--- config.mk ---
export PLATFORM = sky130hd
export DESIGN_NAME = fetch_pc_gen
export DESIGN_NICKNAME = d
export VERILOG_FILES = /design/src/rtl/fetch_pc_gen.sv
export SDC_FILE = /design/constraint.sdc
export NUM_CORES = 1
export LEC_CHECK = 0
export ABC_CLOCK_PERIOD_IN_PS = 4600
export CORE_MARGIN = 2
export CORE_UTILIZATION = 48
export CTS_CLUSTER_DIAMETER = 50
export DETAILED_ROUTE_END_ITERATION = 8
export PLACE_DENSITY = 0.91
export SETUP_SLACK_MARGIN = 0.1
export SYNTH_ARGS = -nofsm -noshare
export SYNTH_HDL_FRONTEND = slang
export SYNTH_SLANG_ARGS = --single-unit
export TNS_END_PERCENT = 1
--- constraint.sdc ---
create_clock -name clk -period 4.6 [get_ports clk]
set_input_delay 0.46 -clock clk [delete_from_list [all_inputs] [get_ports clk]]
set_output_delay 0.46 -clock clk [all_outputs]
set_load 0.02 [all_outputs]
--- src/rtl/fetch_pc_gen.sv ---
// rtl/fetch_pc_gen.sv - fetch PC generator and next-PC selector feeding the BHT/BTB predictor
module fetch_pc_gen #(
  parameter logic [63:0] RESET_PC    = 64'h0000_0000_8000_0000,
  parameter int          FETCH_BYTES = 8
) (
  input  logic        clk,
  input  logic        reset_n,
  input  logic        ifu_ready,
  input  logic        redirect_valid,
  input  logic [63:0] redirect_pc,
  output logic [63:0] pc,
  output logic        pc_handshake,
  input  logic [32:0] bht_rd_data,
  input  logic [32:0] btb_rd_data,
  input  logic        btbtag_hit,
  output logic        pred_valid,
  output logic [63:0] pred_pc,
  output logic        pred_taken,
  output logic [63:0] pred_target,
  output logic [31:0] pred_taken_cnt
);

  typedef enum logic [1:0] {
    ST_BOOT  = 2'd0,
    ST_RUN   = 2'd1,
    ST_FLUSH = 2'd2
  } state_t;

  localparam logic [63:0] STEP       = 64'(FETCH_BYTES);
  localparam logic [63:0] ALIGN_MASK = ~(STEP - 64'd1);

  state_t      state_q;
  state_t      state_d;
  logic [63:0] pc_q;
  logic [63:0] pc_d;
  logic        f1_valid_q;
  logic [63:0] f1_pc_q;
  logic [31:0] taken_cnt_q;

  logic [3:0]  cnt_msb_idx;
  logic        cnt_taken;
  logic        taken_f1;
  logic [63:0] btb_target;
  logic        issue;

  always_ff @(posedge clk or negedge reset_n) begin
    if (!reset_n) begin
      state_q <= ST_BOOT;
    end else begin
      state_q <= state_d;
    end
  end

  // A redirect in any state costs exactly one dead cycle before issue resumes.
  always_comb begin
    state_d = state_q;
    case (state_q)
      ST_BOOT:  state_d = redirect_valid ? ST_FLUSH : ST_RUN;
      ST_RUN:   state_d = redirect_valid ? ST_FLUSH : ST_RUN;
      ST_FLUSH: state_d = redirect_valid ? ST_FLUSH : ST_RUN;
      default:  state_d = ST_BOOT;
    endcase
  end

  // Predictor outputs belong to the block now in F1; pick its 2-bit counter MSB.
  assign cnt_msb_idx = {f1_pc_q[5:3], 1'b1};
  assign cnt_taken   = bht_rd_data[cnt_msb_idx];
  assign taken_f1    = f1_valid_q & btbtag_hit & bht_rd_data[32] & btb_rd_data[32] & cnt_taken;
  assign btb_target  = {32'b0, btb_rd_data[31:0]};

  assign issue = (state_q == ST_RUN) & ifu_ready & ~redirect_valid & ~taken_f1;

  always_comb begin
    pc_d = pc_q;
    if (redirect_valid) begin
      pc_d = redirect_pc;
    end else if (taken_f1) begin
      pc_d = btb_target;
    end else if (issue) begin
      pc_d = (pc_q & ALIGN_MASK) + STEP;
    end
  end

  always_ff @(posedge clk or negedge reset_n) begin
    if (!reset_n) begin
      pc_q        <= RESET_PC;
      f1_valid_q  <= 1'b0;
      f1_pc_q     <= 64'd0;
      taken_cnt_q <= 32'd0;
    end else begin
      pc_q       <= pc_d;
      f1_valid_q <= issue;
      if (issue) begin
        f1_pc_q <= pc_q;
      end
      if (pred_taken) begin
        taken_cnt_q <= taken_cnt_q + 32'd1;
      end
    end
  end

  assign pc             = pc_q;
  assign pc_handshake   = issue;
  assign pred_valid     = f1_valid_q & ~redirect_valid;
  assign pred_pc        = f1_pc_q;
  assign pred_taken     = taken_f1 & ~redirect_valid;
  assign pred_target    = pred_taken ? btb_target : 64'd0;
  assign pred_taken_cnt = taken_cnt_q;

endmodule
==> metrics.txt <==
status finished, final reports clean; Post-Syn Area per Cell 9.839 um^2; vias in the first global route 8611; Setup Skew 18.21 ps; worst r2r src pc[9]; port bufs 305; clk_lat worst skew 430 ps; Synth cell types 69; via-per-instance ratio 5.967; required time worst endpoint 4140 ps; Critical Path Start Type flop; Pins Over Slew Limit 0; Critical Path Fanout Max 52; postcts setup bufs 0; Critical Path Sink Type primary output; DRT Wirelength 30.68 mm; CTS max path bufs 2; Ys Warns 0; Mapped Cells 918; TritonCTS clock tree built; Combinational Power Share 26.5%; layout cells sized above 1 11.60%; final-report hold violation count 0; wire length per cell 21.04 um; DRC Markers 0; Post-synth ARST share 100.0%; power density over the cells 350.5 nW/um^2; Post-DRT Antenna Nets 0; Post-synth top flop dfrtp_1; Crit Path Class reg2out; Peak VDD IR 248.7 uV; 1st-iter DRT viols 998; Worst Path Arrival 3030 ps; worst hold path class in2async; first-pass GRT wire length 47.85 mm; Post-synth EDFFs 0; Clock power frac 32.8%; Core Area 18580 um^2; post-route cell area 12750 um^2; endpoints failing setup 0; initial antenna violation count 0; largest net degree at the start of global routing 88; clock sinks 163; sequential cell area fraction in the yosys report 45.17%; Sw Ratio 31.42%; total grt overflow 0; row count 50; FF-to-FF path depth 6; Power Total 4.469 mW; Fin Setup TNS 0 ps; root buffer cell clkbuf_16; GPL Wtd Cong 0.9626; Least-Margin Pin Slew 943.2 ps; CTS Hold Buffers Added 0; post-cts repair resize count 0; dpl hpwl 22.07 mm; final hold slack 111.0 ps; Switching Power 1.404 mW; RSZ-0062 raised after global routing false; synthesized flop and latch total 163; Slew headroom 37.12%; P_int 3.065 mW; die area 19930 um^2; worst r2r dst pc[61]; MaxCap Viol Count 0; placed inst area 12150 um^2; Leakage 5.291 nW; via count 8700; reg2reg setup slack 1730 ps; Final Critical Period 3493 ps; Die W 141.2 um; Die Y 141.2 um; boundary pin count 362; Syn Std Cell Area 9032 um^2; htree depth 4; CTS buffer count 17; Layout Nets 1348; starting density of the core 48.61%; final worst-path cycle share 75.93%; All-Layer GR Usage 30.65%; area delta synth->final 41.17%; sequential group share of total power 40.7%; antenna diode count 0; achievable frequency 0.2863 GHz; Pre-antenna DRT Iters 8; Clk pin slew, worst setup/hold paths 70 ps
-- metrics by stage --
stage               instances  worst slack, ps  util, %
floorplan                 949             2091        -
global placement         1426             1245    65.41
detailed placement       1426             1184    65.41
CTS                      1458             1101    68.63
global route             1458            938.4    68.63
finish                   1458             1107    68.63
-- layer usage --
| metal | vias to the layer above | track usage, % | routed length [um] |
|---|---|---|---|
| met2 | 537 | 51.53 | 14990 |
| met3 | 85 | 6.827 | 2840 |
| li1 | 3871 | - | - |
| met5 | - | 0 | 0 |
| met4 | 0 | 9.368 | 798 |
| met1 | 4207 | 39.72 | 12050 |
-- kinds of logic after synthesis --
kind of cell | Yosys count | share of synthesized area (%)
AOI/OAI and AO/OA | 178 | 13.48
xor gates and xnor gates | 50 | 4.848
adders and majority gates | 2 | 0.2770
buffers and inverters | 97 | 5.887
DFF | 163 | 45.17
muxes | 64 | 7.951
other | 1 | 0.04152
and+or+nand+nor | 363 | 22.34
-- placed cells by master (no fill, tap or decap), types with 3 or more instances in the layout --
master / synthesis / layout
a31oi_1: 5 / 5
a21oi_1: 46 / 46
a22oi_1: 3 / 3
and2_1: 40 / 40
a21boi_0: 3 / 3
nor4_1: 8 / 8
conb_1: 1 / 32
nand2b_1: 5 / 5
a311oi_1: 5 / 5
mux2_2: 62 / 62
buf_4: 33 / 14
or3_1: 6 / 6
nor4_2: 7 / 7
xor2_1: 15 / 15
clkbuf_16: 0 / 17
nor4_4: 4 / 4
o22ai_1: 5 / 5
nand4_2: 3 / 3
clkdlybuf4s50_1: 0 / 303
a2bb2oi_1: 6 / 6
nor3_1: 22 / 22
a221oi_1: 11 / 11
nor2_1: 47 / 46
and3_1: 22 / 22
o31ai_1: 17 / 17
nand4_1: 41 / 41
nand3_1: 38 / 38
xnor2_1: 35 / 35
clkinvlp_4: 0 / 5
a211oi_1: 3 / 3
inv_1: 20 / 20
nand3_2: 3 / 3
and4_1: 10 / 10
clkbuf_8: 0 / 3
nand2_1: 97 / 96
o21ai_0: 38 / 38
o31a_1: 6 / 6
o21a_1: 7 / 7
dfrtp_1: 162 / 162
-- worst max-delay path, stage by stage (launching register included) --
cell and delay [ps]:
dfrtp_1 500, mux2_2 310, o22ai_4 110, nor4_4 220
buf_4 470, and2_1 330, clkdlybuf4s50_1 650
-- worst max-delay path by stage --
stage,from,end,slack (ps)
after floorplan,pred_pc[4],pred_target[25],2090
after global placement,bht_rd_data[1],pred_target[24],1250
after detailed placement,bht_rd_data[1],pred_target[24],1180
after CTS,pred_pc[4],pred_target[24],1100
after global routing,pred_pc[4],pred_target[24],940
final,pred_pc[4],pred_target[24],1110
-- synth_stat cells (4+ instances only) --
master	number	area [um^2]
buf_2	21	105.1
o21ai_0	38	190.2
nor4_4	4	85.08
nor3_1	22	110.1
buf_4	33	247.7
nand4_1	41	256.5
nand2_1	97	364.1
o31a_1	6	52.55
dfrtp_1	162	4054
nor4_2	7	87.58
nand3_1	38	190.2
a2bb2oi_1	6	52.55
o22ai_1	5	31.28
nand2b_1	5	31.28
mux2_2	62	698.2
a21oi_1	46	230.2
or3_1	6	37.54
clkbuf_1	15	56.30
xor2_1	15	131.4
and4_1	10	87.58
nor4_1	8	50.05
inv_1	20	75.07
nor2_1	47	176.4
xnor2_1	35	306.5
a221oi_1	11	96.34
and3_1	22	137.6
o31ai_1	17	127.6
and2_1	40	250.2
o21a_1	7	52.55
a31oi_1	5	31.28
a311oi_1	5	43.79
-- power by group through the flow --
stage | registers, mW | logic, mW | clock network (mW)
2_1_floorplan | 2.03 | 0.369 | 0
3_3_place_gp | 1.82 | 1.16 | 0
3_5_place_dp | 1.84 | 1.18 | 0
4_1_cts | 1.82 | 1.19 | 1.47
5_1_grt | 1.85 | 1.25 | 1.54
6_report | 1.82 | 1.18 | 1.46
-- final cells by class --
type | count | area [um^2]
clock inverter | 10 | 123.9
tap | 234 | 292.8
multi-input combinational | 689 | 4547
clock buffer | 22 | 474.2
timing repair buffer | 319 | 3154
inverter | 21 | 78.83
sequential | 163 | 4080
fill | 1393 | 5829
-- state kept, by name, summed over array words and instances (netlist names) --
name	count
f1_valid_q	1
pc	64
pred_pc	64
pred_taken_cnt	32
state_q	2
(Power assumes the default switching activity.)
